===== src/rtl/instr_sequencer.sv =====
// Instruction sequencer: buffers host instructions in a FIFO and issues them one per cycle,
// stalling after compute (drain), output-send (await ack) and halt opcodes.
module instr_sequencer #(
  parameter int unsigned DEPTH        = 8,
  parameter int unsigned PTR_W        = 3,
  parameter int unsigned DRAIN_CYCLES = 16
) (
  input  logic             clk,
  input  logic             rst,
  input  logic [63:0]      in_instr,
  input  logic             in_valid,
  output logic             in_ready,
  output logic [63:0]      instruction,
  output logic             issue_valid,
  input  logic             out_ack,
  input  logic             resume,
  output logic             busy,
  output logic             halted,
  output logic [PTR_W:0]   fifo_count
);

  typedef enum logic [1:0] {StRun, StWaitCompute, StWaitAck, StHalt} state_e;

  localparam logic [PTR_W:0] FullCount = DEPTH[PTR_W:0];
  localparam logic [7:0]     DrainInit = 8'(DRAIN_CYCLES - 1);

  localparam logic [4:0] OpCompute0 = 5'b00001;
  localparam logic [4:0] OpCompute1 = 5'b00010;
  localparam logic [4:0] OpSend     = 5'b00110;
  localparam logic [4:0] OpHalt     = 5'b11111;

  logic [63:0]      mem_q [DEPTH];
  logic [PTR_W-1:0] rd_ptr_q, wr_ptr_q;
  logic [PTR_W:0]   count_q, count_d;
  logic [7:0]       drain_q, drain_d;
  state_e           state_q, state_d;
  logic [63:0]      instr_q, instr_d;
  logic             valid_q, valid_d;
  logic             push, pop;
  logic [63:0]      head;

  assign in_ready    = (count_q != FullCount);
  assign push        = in_valid && in_ready;
  assign head        = mem_q[rd_ptr_q];
  assign instruction = instr_q;
  assign issue_valid = valid_q;
  assign fifo_count  = count_q;
  assign halted      = (state_q == StHalt);
  assign busy        = (state_q != StRun) || (count_q != '0);

  always_comb begin
    state_d = state_q;
    drain_d = drain_q;
    instr_d = '0;
    valid_d = 1'b0;
    pop     = 1'b0;
    case (state_q)
      StRun: begin
        if (count_q != '0) begin
          pop     = 1'b1;
          instr_d = head;
          valid_d = 1'b1;
          case (head[4:0])
            OpCompute0, OpCompute1: begin
              state_d = StWaitCompute;
              drain_d = DrainInit;
            end
            OpSend:  state_d = StWaitAck;
            OpHalt:  state_d = StHalt;
            default: state_d = StRun;
          endcase
        end
      end
      StWaitCompute: begin
        if (drain_q == '0) state_d = StRun;
        else               drain_d = drain_q - 8'd1;
      end
      StWaitAck: if (out_ack) state_d = StRun;
      StHalt:    if (resume)  state_d = StRun;
      default:   state_d = StRun;
    endcase
  end

  always_comb begin
    count_d = count_q;
    if (push && !pop)      count_d = count_q + 1'b1;
    else if (!push && pop) count_d = count_q - 1'b1;
  end

  always_ff @(posedge clk or posedge rst) begin
    if (rst) begin
      state_q  <= StRun;
      drain_q  <= '0;
      count_q  <= '0;
      rd_ptr_q <= '0;
      wr_ptr_q <= '0;
      instr_q  <= '0;
      valid_q  <= 1'b0;
    end else begin
      state_q <= state_d;
      drain_q <= drain_d;
      count_q <= count_d;
      instr_q <= instr_d;
      valid_q <= valid_d;
      if (pop)  rd_ptr_q <= rd_ptr_q + 1'b1;
      if (push) wr_ptr_q <= wr_ptr_q + 1'b1;
    end
  end

  // Storage needs no reset: occupancy is tracked by count_q alone.
  always_ff @(posedge clk) begin
    if (push) mem_q[wr_ptr_q] <= in_instr;
  end

endmodule


===== config.mk =====
export PLATFORM = sky130hd
export DESIGN_NAME = instr_sequencer
export DESIGN_NICKNAME = d
export VERILOG_FILES = /design/src/rtl/instr_sequencer.sv
export SDC_FILE = /design/constraint.sdc
export NUM_CORES = 1
export LEC_CHECK = 0
export ABC_AREA = 1
export BUFFER_PORTS_ARGS = -buffer_cell sky130_fd_sc_hd__buf_2
export CAP_MARGIN = 20
export CORE_ASPECT_RATIO = 0.9
export CORE_UTILIZATION = 35
export CTS_BUF_LIST = sky130_fd_sc_hd__clkbuf_2
export CTS_CLUSTER_DIAMETER = 50
export CTS_CLUSTER_SIZE = 16
export DETAILED_ROUTE_END_ITERATION = 10
export PLACE_DENSITY = 0.48
export SLEW_MARGIN = 30
export SYNTH_ARGS = -nofsm -noshare
export SYNTH_HDL_FRONTEND = slang
export SYNTH_SLANG_ARGS = --single-unit

===== constraint.sdc =====
create_clock -name clk -period 5.3 [get_ports clk]
set_clock_uncertainty 0.05 [all_clocks]
set_input_delay 1.325 -clock clk [delete_from_list [all_inputs] [get_ports clk]]
set_output_delay 1.325 -clock clk [all_outputs]
set_load 0.02 [all_outputs]

=== Yosys cells after proc, flatten, opt, wreduce, memory -nomap -nowiden ===
Memories as Yosys holds them, arrays and structs flattened.
Cells that the tools add are included.

* Memories kept: 1
* Register bits after elaboration: 85
* Memory bits (writable): 512
* Output and inout port bits: 72
* Word-level logic and storage cells: 60
* Input port bits: 69

* Reductions and logical operators: 15
* Muxes and demuxes: 18
* Equal/unequal tests: 14
* Add/sub/neg operators: 5

{| class="wikitable"
|+ Memories
! memory !! depth !! width !! read ports !! clocked after memory_dff !! wr ports !! RTL line !! text
|-
| mem_q || 8 || 64 || 1 || 0 || 1 || 32 || <nowiki>logic [63:0] mem_q [DEPTH];</nowiki>
|}

{| class="wikitable"
|+ Operators with widths
! kind !! number
|-
| $mux W64 || 2
|-
| $mux W8 || 3
|-
| $pmux W8 S2 || 1
|-
| $ne A2 B2 Y1 const B || 5
|-
| $logic_not A8 Y1 || 1
|-
| $mux W2 || 4
|-
| $mux W4 || 2
|-
| $pmux W2 S4 || 1
|-
| $reduce_and A4 Y1 || 2
|-
| $sub A8 B1 Y8 const B || 1
|-
| $add A3 B1 Y3 const B || 2
|-
| $pmux W2 S3 || 1
|-
| $reduce_bool A2 Y1 || 3
|-
| $eq A5 B1 Y1 const B || 1
|-
| $eq A5 B2 Y1 const B || 1
|-
| $eq A5 B3 Y1 const B || 1
|-
| $eq A5 B5 Y1 const B || 1
|-
| $add A4 B1 Y4 const B || 1
|-
| $eq A2 B2 Y1 const B || 2
|-
| $mux W1 || 4
|-
| $ne A4 B4 Y1 const B || 1
|-
| $reduce_bool A4 Y1 || 1
|-
| $sub A4 B1 Y4 const B || 1
|-
| $logic_and A1 B1 Y1 || 3
|-
| other kinds (6) || 7
|}

=== Logic depth before layout (Yosys ltp) ===
Gate-level depths: netlist of the first run.

* Word-level depth: 6
* Mapped depth: 14

=== Worst setup path before layout of the first run ===
No wires, ideal clock.

* Kind: in2reg
* Start point: input in_valid
* End point: memory mem_q[0][0] (enable)
* Stages on the path: 3
* Buffers on the path: 0
* Arrival time: 4403 ps
* Library setup time: 486 ps
* Slack: 361 ps
* Cell sequence: nand2_1 > or2_2 > nor2_1

* Word-level cells in the longest chain between the ends: 3

{| class="wikitable"
|+ Ends and longest elaborated chain
! element !! RTL line !! text
|-
| start: declaration || 11 || <nowiki>input logic in_valid,</nowiki>
|-
| $logic_and A1 B1 Y1 || 43 || <nowiki>assign push = in_valid && in_ready;</nowiki>
|-
| $mux W1 || 112 || <nowiki>if (push) mem_q[wr_ptr_q] <= in_instr;</nowiki>
|-
| $mux W1 (implied by the code) || 112 ||
|-
| end: declaration || 32 ||
|}

Every way passes these cells.

=== Final worst setup path of the first run ===
* Start point: register count_q[1] (netlist: fifo_count[1])
* End point: output in_ready

* Word-level cells in the longest chain between the ends: 1

{| class="wikitable"
|+ Ends and longest elaborated chain
! element !! RTL line !! text
|-
| start: declaration || 34 || <nowiki>logic [PTR_W:0] count_q, count_d;</nowiki>
|-
| start signal: assignment || 102 || <nowiki>count_q <= count_d;</nowiki>
|-
| $ne A4 B4 Y1 || 42 || <nowiki>assign in_ready = (count_q != FullCount);</nowiki>
|-
| end: declaration || 12 || <nowiki>output logic in_ready,</nowiki>
|}

Every way passes these cells.

==> results.toml, run 1 <==
[outcome]
outcome = "finished, final reports clean"

[layout]
syn_to_final_growth_pct = 11.2
nets = 1942
fill_cells = 6110
regArea_sq_um = 17500
multi_input_area_sq_um = 4670
final_cell_mix = "edfxtp_1 (512), nor2_1 (377), o21ai_0 (288)"
drive_gt1_share_pct = 15.7
design_area_sq_um = 25300
final_common_cell = "edfxtp_1"

[sta]
relSlewSlack_pct = 37.1
clock.fmax_ghz = 0.283
fin_ws_ns = 1.77
fin_crit_ns = 3.53
worst_pin_slew_ns = 0.941
fin_crit_sh_pct = 66.6
setup_viol = 0
slew_violations = 0
hold_violations = 0
setup_tns_ns = 0
rsz0062_at_grt = "false"

[grt]
grt_max_degree = 115
grt_pass1_vias = 13468
grt_first_pass_wirelength_um = 82700
gr-total-overflow = 0
grt_usage_pct = 16.3
antenna_found_initial = 7

[clocking]
clk_latency_ns = 1.19
cts_buffers = 61
cts.sinks = 597
cts.path.max_buffers = 3
htree_levels = 2
cts_setup_buffers = 0
holdBufCountCts = 0
clkTransAtPathRegs_ns = 0.26
post_cts_resized = 0
cts_tree = "built"
root_buffer = "clkbuf_2"

[floorplan]
core_sq_um = 64200
ios = 141
die_h_um = 244
die_w_um = 271
die_area_sq_um = 66000
std_cell_rows = 88
start_util_pct = 35.4

[detailed_routing]
viasPerCell = 4.89
first_iter_violations = 853
drc = 0
wl_um = 53600
firstDrtPassIters = 5
num_vias = 13574
ant_nets = 0
avgRoutedWirePerCell_um = 19.3

[critical_path]
cp.arrival_ns = 2.16
crit_path_start_kind = "register"
path_max_fanout = 5
critPathKind = "reg2out"
cp.required_ns = 3.92
r2r_start = "rd_ptr_q[1]$_DFFE_PP0P_"
end_kind = "output pin"
r2r_end = "instruction[5]$_DFF_PP0_"
rr_worst_depth = 6
r2r_slack_ns = 2.37

[synth]
synth_edf_count = 512
synth_ff_type = "edfxtp_1"
syn-num-nets = 1816
syn_avg_cell_area_sq_um = 13.1
syn-cell-area_sq_um = 22800
yosysSeqAreaShare_pct = 76.9
synth_cell_type_count = 30
synth-seq-cells = 597
synth_cells = 1739
ys_warn_count = 0
async_flop_share_pct = 14.2

[placement]
preCtsSetupSlack_ns = 1.68
port_buffers = 140
gp_congestion = 0.765
hpwl_um = 29300
dpl_cell_area_sq_um = 24400

[run]
cap_violations = 0

[power]
p_per_area_nw_per_um2 = 545
cellLeakagePower_nw = 8.91
peakVddDrop_v = 0.000225

[hold_path]
hp-class = "in2async"
## logic make-up after synthesis
| kind of cell | after synthesis | synth area share, % |
|---|---|---|
| adders and majority gates | 8 | 0.473 |
| and+or+nand+nor | 540 | 9.26 |
| xor gates and xnor gates | 9 | 0.346 |
| muxes | 1 | 0.0495 |
| buffers and inverters | 155 | 2.85 |
| DFF | 597 | 76.9 |
| AOI/OAI and AO/OA | 429 | 10.1 |
## sequential cells by signal, indices dropped and copies added, names as in the netlist
name,count
rd_ptr_q,3
wr_ptr_q,3
drain_q,8
mem_q,512
state_q,2
instruction,64
fifo_count,4
issue_valid,1
## power breakdown
part,switching (mW),internal [mW],total (mW)
sequential,0.309,6.04,6.35
clock,1.74,0.791,2.53
combinational,3.53,1.38,4.91
total,5.58,8.20,13.8
## critical path, cell delays in order, from the launching register on
cell and delay [ns]:
dfrtp_1 0.51, nor2_1 0.20, nand3_1 0.12, buf_2 0.18
## cell usage after synthesis, drive strengths merged, types with 7 or more instances
| master | number | share of area (%) |
|---|---|---|
| o22ai | 60 | 1.6 |
| dfrtp | 85 | 9.3 |
| nand3 | 36 | 0.79 |
| nand2 | 112 | 1.9 |
| nor2 | 385 | 6.4 |
| o21ai | 304 | 6.7 |
| inv | 49 | 0.81 |
| a31oi | 59 | 1.6 |
| edfxtp | 512 | 68 |
| clkbuf | 60 | 0.99 |
| buf | 45 | 1.0 |
| ha | 7 | 0.38 |
## metrics by stage
step           util (%)  std cells  hold WS, ns  total power, mW
2_1_floorplan         -       1739        0.414             9.74
3_3_place_gp       38.0       2656        0.435             11.4
3_5_place_dp       38.0       2657        0.441             11.5
4_1_cts            39.4       2773      0.00386             14.0
5_1_grt            39.4       2775       0.0525             14.8
6_report           39.4       2776        0.176             13.8
## area by class of cell
| type | count | share of cell area [%] |
|---|---|---|
| Multi-Input combinational cell | 987 | 18.4 |
| Clock inverter | 46 | 2.08 |
| Timing Repair Buffer | 168 | 3.83 |
| Sequential cell | 597 | 69.2 |
| Clock buffer | 70 | 1.38 |
| Tap cell | 855 | 4.23 |
| Antenna cell | 3 | 0.0297 |
| Inverter | 50 | 0.791 |
## how the worst max path moves through the flow
stage	start	to	slack (ns)	cells past startpoint
floorplan	in_valid	mem_q[0][0]$_DFFE_PP_	0.36	3
global placement	in_valid	mem_q[5][35]$_DFFE_PP_	1.71	6
detailed placement	in_valid	mem_q[5][33]$_DFFE_PP_	1.68	6
CTS	fifo_count[1]$_DFFE_PP0P_	in_ready	1.60	3
global route	fifo_count[0]$_DFFE_PP0P_	in_ready	1.60	3
finish	fifo_count[1]$_DFFE_PP0P_	in_ready	1.77	3
## routing by layer
metal	part of all wire [%]	global-route usage [%]
met5	0.086	0
met3	4.6	3.17
met1	49	23.8
met2	45	24.6
met4	1.8	4.45
No activity file was read; power rests on OpenSTA's default activity.
==> inputs of run 2 (changes only) <==
==> constraint.sdc (replaced) <==
create_clock -name clk -period 3.3 [get_ports clk]
set_clock_uncertainty 0.05 [all_clocks]
set_input_delay 0.825 -clock clk [delete_from_list [all_inputs] [get_ports clk]]
set_output_delay 0.825 -clock clk [all_outputs]
set_load 0.02 [all_outputs]
==> results.toml, run 2 (synthesized netlist as in run 1, its figures left out) <==
[critical_path]
path_max_fanout = 5
crit_path_start_kind = "register"
cp.required_ns = 2.42
critPathMaxStageDelay_ns = 0.51
worst-path-buf-inv = 1
cp.arrival_ns = 2.15
slowest_stage = "dfrtp_1"
path_delay_family = "flip-flops"
critPathKind = "reg2out"
worstPathCellList = "nor2_1, nand3_1, buf_2"
end_kind = "output pin"

[power]
p_seq_share_pct = 46.2
peakVddDrop_v = 0.000780
p_sw_mw = 8.83
clockPowerShare_pct = 17.2
power_mw = 22.0
p_int_mw = 13.2
p_sw_share_pct = 40.1
p_per_area_nw_per_um2 = 847
cellLeakagePower_nw = 9.20
combPwrFrac_pct = 36.7

[detailed_routing]
drc = 0
ant_nets = 0
first_iter_violations = 916
firstDrtPassIters = 5
avgRoutedWirePerCell_um = 19.1
wl_um = 54300
viasPerCell = 4.91
num_vias = 13919

[clocking]
cts_tree = "built"
cts.path.max_buffers = 3
cts_setup_buffers = 0
cts_buffers = 56
clk_latency_ns = 1.17
root_buffer = "clkbuf_2"
clkTransAtPathRegs_ns = 0.28
cts.sinks = 597
htree_levels = 2

[grt]
grt_first_pass_wirelength_um = 84000
gr-total-overflow = 0
grt_pass1_vias = 13581
grt_max_degree = 130
antenna_found_initial = 6
grt_usage_pct = 16.5

[layout]
final_cell_mix = "edfxtp_1 (512), nor2_1 (377), o21ai_0 (288)"
top_register = "mem_q"
nets = 2010
final_common_cell = "edfxtp_1"
design_area_sq_um = 26000
drive_gt1_share_pct = 14.8
syn_to_final_growth_pct = 14.4
utilization_pct = 40.6
largest_register_ffs = 512

[sta]
fin_crit_sh_pct = 91.8
rsz0062_at_grt = "false"
hold_violations = 0
fin_ws_ns = 0.271
setup_viol = 0
slew_violations = 0
fin_crit_ns = 3.03
worst_pin_slew_ns = 0.781
relSlewSlack_pct = 47.9
clock.fmax_ghz = 0.330

[floorplan]
die_w_um = 271
std_cell_rows = 88
die_area_sq_um = 66000
core_sq_um = 64200
die_h_um = 244
ios = 141
start_util_pct = 35.4

[placement]
port_buffers = 140
preCtsSetupSlack_ns = 0.724
hpwl_um = 27700
gp_congestion = 0.738
dpl_cell_area_sq_um = 24600

[outcome]
outcome = "finished, final reports clean"

[run]
cap_violations = 0

[hold_path]
hp-class = "in2async"
-- run 2: cell types whose count changed in the layout (fill, tap and decap cells not counted), moves of 2 or more --
| cell | previous run | this run |
|---|---|---|
| inv_6 | 13 | 4 |
| inv_12 | 1 | 4 |
| dlygate4sd3_1 | 0 | 69 |
| buf_6 | 2 | 0 |
| buf_4 | 22 | 16 |
| buf_12 | 4 | 16 |
| clkinv_4 | 5 | 8 |
| clkinv_8 | 2 | 0 |
| inv_8 | 7 | 3 |
-- run 2: final timing paths --
check | slack, ns | cells past startpoint | start | to
setup / recovery | 0.27 | 3 | fifo_count[0]$_DFFE_PP0P_ | in_ready
hold / removal | 0.26 | 3 | rst | instruction[50]$_DFF_PP0_
setup reg to reg | 0.75 | 12 | rd_ptr_q[0]$_DFFE_PP0P_ | drain_q[6]$_DFFE_PP0P_
hold reg to reg | 0.49 | 2 | drain_q[6]$_DFFE_PP0P_ | drain_q[6]$_DFFE_PP0P_
max in group asynchronous | 2.15 | 4 | rst | instruction[13]$_DFF_PP0_
min in group clk | 0.38 | 2 | in_instr[38] | mem_q[2][38]$_DFFE_PP_
-- run 2: timing repair --
item	in CTS	in global routing
hold buffers	69	0
gates resized for setup	0	0
hold endpoints to repair	554	0
-- run 2: area by class of cell --
type                    instances  area (sq um)
flip-flops and latches        597         17500
fillers                      6078         38100
diodes                          2          5.00
clock buffers                  70           350
repair buffers                241          1830
clock inverters                35           410
well taps                     855          1070
multi-input cells             987          4670
inverters                      50           200
-- run 2: power groups by stage --
stage,sequential [mW],combinational [mW],clock (mW)
6_report,10.2,8.08,3.78
2_1_floorplan,10.7,4.90,0
3_3_place_gp,10.4,8.13,0
3_5_place_dp,10.4,8.18,0
4_1_cts,10.2,8.28,3.97
5_1_grt,10.3,9.10,4.23
-- run 2: metal layers --
metal	wire length (um)	track usage [%]	part of all wire [%]	vias up
met2	24500	25.2	45	227
li1	-	-	-	6649
met5	41	0	0.075	-
met3	2010	2.51	3.7	76
met1	26800	24.5	49	6961
met4	937	4.12	1.7	6
-- run 2: worst min-delay path, cell delays in order --
cell and delay, ns:
dlygate4sd3_1 0.53, buf_2 0.13, inv_4 0.54
-- run 2: through the flow --
| step | cells | setup TNS, ns | hold slack (ns) |
|---|---|---|---|
| CTS | 2835 | 0 | 0.130 |
| finish | 2837 | 0 | 0.264 |
| detailed placement | 2661 | 0 | 0.443 |
| floorplan | 1739 | -53.84 | 0.414 |
| global route | 2837 | 0 | 0.196 |
| global placement | 2661 | 0 | 0.431 |
==> inputs of run 3 (changes only) <==
==> constraint.sdc (replaced) <==
create_clock -name clk -period 3 [get_ports clk]
set_clock_uncertainty 0.05 [all_clocks]
set_input_delay 0.75 -clock clk [delete_from_list [all_inputs] [get_ports clk]]
set_output_delay 0.75 -clock clk [all_outputs]
set_load 0.02 [all_outputs]
==> results.toml, run 3 (synthesized netlist as in run 1, its figures left out) <==
[critical_path]
critPathMaxStageDelay_ns = 0.52
end_kind = "output pin"
crit_path_start_kind = "register"
path_max_fanout = 5
slowest_stage = "dfrtp_1"
cp.arrival_ns = 2.03
cp.required_ns = 2.20
r2r_start = "fifo_count[0]$_DFFE_PP0P_"
worstPathCellList = "nor2_4, nand3_1, buf_2"
critPathKind = "reg2out"
cp-startpoint = "fifo_count[0]$_DFFE_PP0P_"

[floorplan]
die_area_sq_um = 66000
start_util_pct = 35.4
die_h_um = 244
core_sq_um = 64200
ios = 141
std_cell_rows = 88
die_w_um = 271

[detailed_routing]
firstDrtPassIters = 5
num_vias = 13793
ant_nets = 0
drc = 0
wl_um = 53200
first_iter_violations = 880
avgRoutedWirePerCell_um = 18.7
viasPerCell = 4.85

[power]
cellLeakagePower_nw = 9.24
peakVddDrop_v = 0.000610
p_per_area_nw_per_um2 = 933

[sta]
setup_tns_ns = 0
rsz0062_at_grt = "false"
whs_ns = 0.327
hold_violations = 0
fin_crit_ns = 2.83
setup_viol = 0
worst_pin_slew_ns = 0.625
relSlewSlack_pct = 58.3
slew_violations = 0
clock.fmax_ghz = 0.354
fin_crit_sh_pct = 94.3

[clocking]
root_buffer = "clkbuf_2"
cts.sinks = 597
htree_levels = 2
cts_buffers = 58
cts_tree = "built"
clk_latency_ns = 1.13
cts.path.max_buffers = 3
clkTransAtPathRegs_ns = 0.31

[grt]
grt_usage_pct = 16.2
antenna_found_initial = 7
gr-total-overflow = 0
grt_first_pass_wirelength_um = 82500
grt_max_degree = 94
grt_pass1_vias = 13794

[layout]
syn_to_final_growth_pct = 14.8
design_area_sq_um = 26100
fill_cells = 6021
top_register = "mem_q"
nets = 2016
largest_register_ffs = 512
final_cell_mix = "edfxtp_1 (512), nor2_1 (376), o21ai_0 (288)"
drive_gt1_share_pct = 15.2
fin_cells = 2845
final_common_cell = "edfxtp_1"

[placement]
hpwl_um = 27700
dp.cells = 2663
gp_congestion = 0.757
port_buffers = 140
dpl_cell_area_sq_um = 24600

[run]
cap_violations = 0

[hold_path]
hp-class = "in2reg"
holdCritStartpoint = "in_instr[32]"

[outcome]
outcome = "finished, final reports clean"
## run 3: changes by cell type in the layout (fill, tap and decap cells not counted), sizes merged
| cell | previous run | this run |
|---|---|---|
| clkbuf | 70 | 66 |
| clkinv | 15 | 19 |
| buf | 172 | 175 |
| clkinvlp | 5 | 7 |
| inv | 60 | 62 |
| dlygate4sd3 | 69 | 70 |
## run 3: routing by layer
| layer | wire, um | part of all wire, % | vias up | track usage [%] |
|---|---|---|---|---|
| met4 | 925 | 1.7 | 4 | 4.05 |
| met2 | 24200 | 45 | 221 | 25.4 |
| met5 | 23 | 0.043 | - | 0 |
| met3 | 2020 | 3.8 | 79 | 2.48 |
| met1 | 26100 | 49 | 6822 | 23.5 |
| li1 | - | - | 6667 | - |
## run 3: report_power, final
group / switching [mW] / internal, mW / leakage [nW]
clock: 2.94 / 1.22 / 0.481
combinational: 6.26 / 2.73 / 3.05
sequential: 0.550 / 10.7 / 5.70
total: 9.75 / 14.6 / 9.24
## run 3: layout make-up
type                            instances  area, sq um  share of cell area, %
Sequential cell                       597        17500                   67.0
Multi-Input combinational cell        987         4670                   17.9
Timing Repair Buffer                  245         1880                   7.19
Tap cell                              855         1070                   4.10
Clock inverter                         43          453                   1.73
Clock buffer                           66          330                   1.26
Inverter                               50          200                  0.766
Antenna cell                            2         5.00                 0.0192
## run 3: through the flow
step           utilization [%]  worst slack (ns)  total power, mW
2_1_floorplan                -            -0.446             17.2
3_3_place_gp              38.3             0.483             20.5
3_5_place_dp              38.3             0.464             20.5
4_1_cts                   40.7        -0.0000884             24.8
5_1_grt                   40.7           0.00173             26.1
6_report                  40.7             0.171             24.4
## run 3: path summary, 6_finish.rpt
kind / endpoint / slack (ns) / depth (start not counted)
worst max-delay path: in_ready / 0.17 / 3
worst min-delay path: mem_q[7][32]$_DFFE_PP_ / 0.33 / 2
worst max register to register: fifo_count[3]$_DFFE_PP0P_ / 0.60 / 13
worst min register to register: drain_q[1]$_DFFE_PP0P_ / 0.49 / 2
max in group asynchronous: rd_ptr_q[0]$_DFFE_PP0P_ / 1.43 / 5
min in group asynchronous: instruction[60]$_DFF_PP0_ / 0.66 / 4
## run 3: critical path, delay by kind of cell, from the launching register on
family	cells	cell delay, ns
DFF	1	0.52
and+or+nand+nor	2	0.26
buffers and inverters	1	0.17
## run 3: timing repair
| action | 4_1_cts | 5_1_grt |
|---|---|---|
| resized for setup | 3 | 1 |
| endpoints found under the hold margin | 602 | 0 |
| hold buffers | 70 | 0 |
| setup buffers | 1 | 0 |
| pin swaps | 0 | 1 |
| setup endpoints to repair | 2 | 2 |
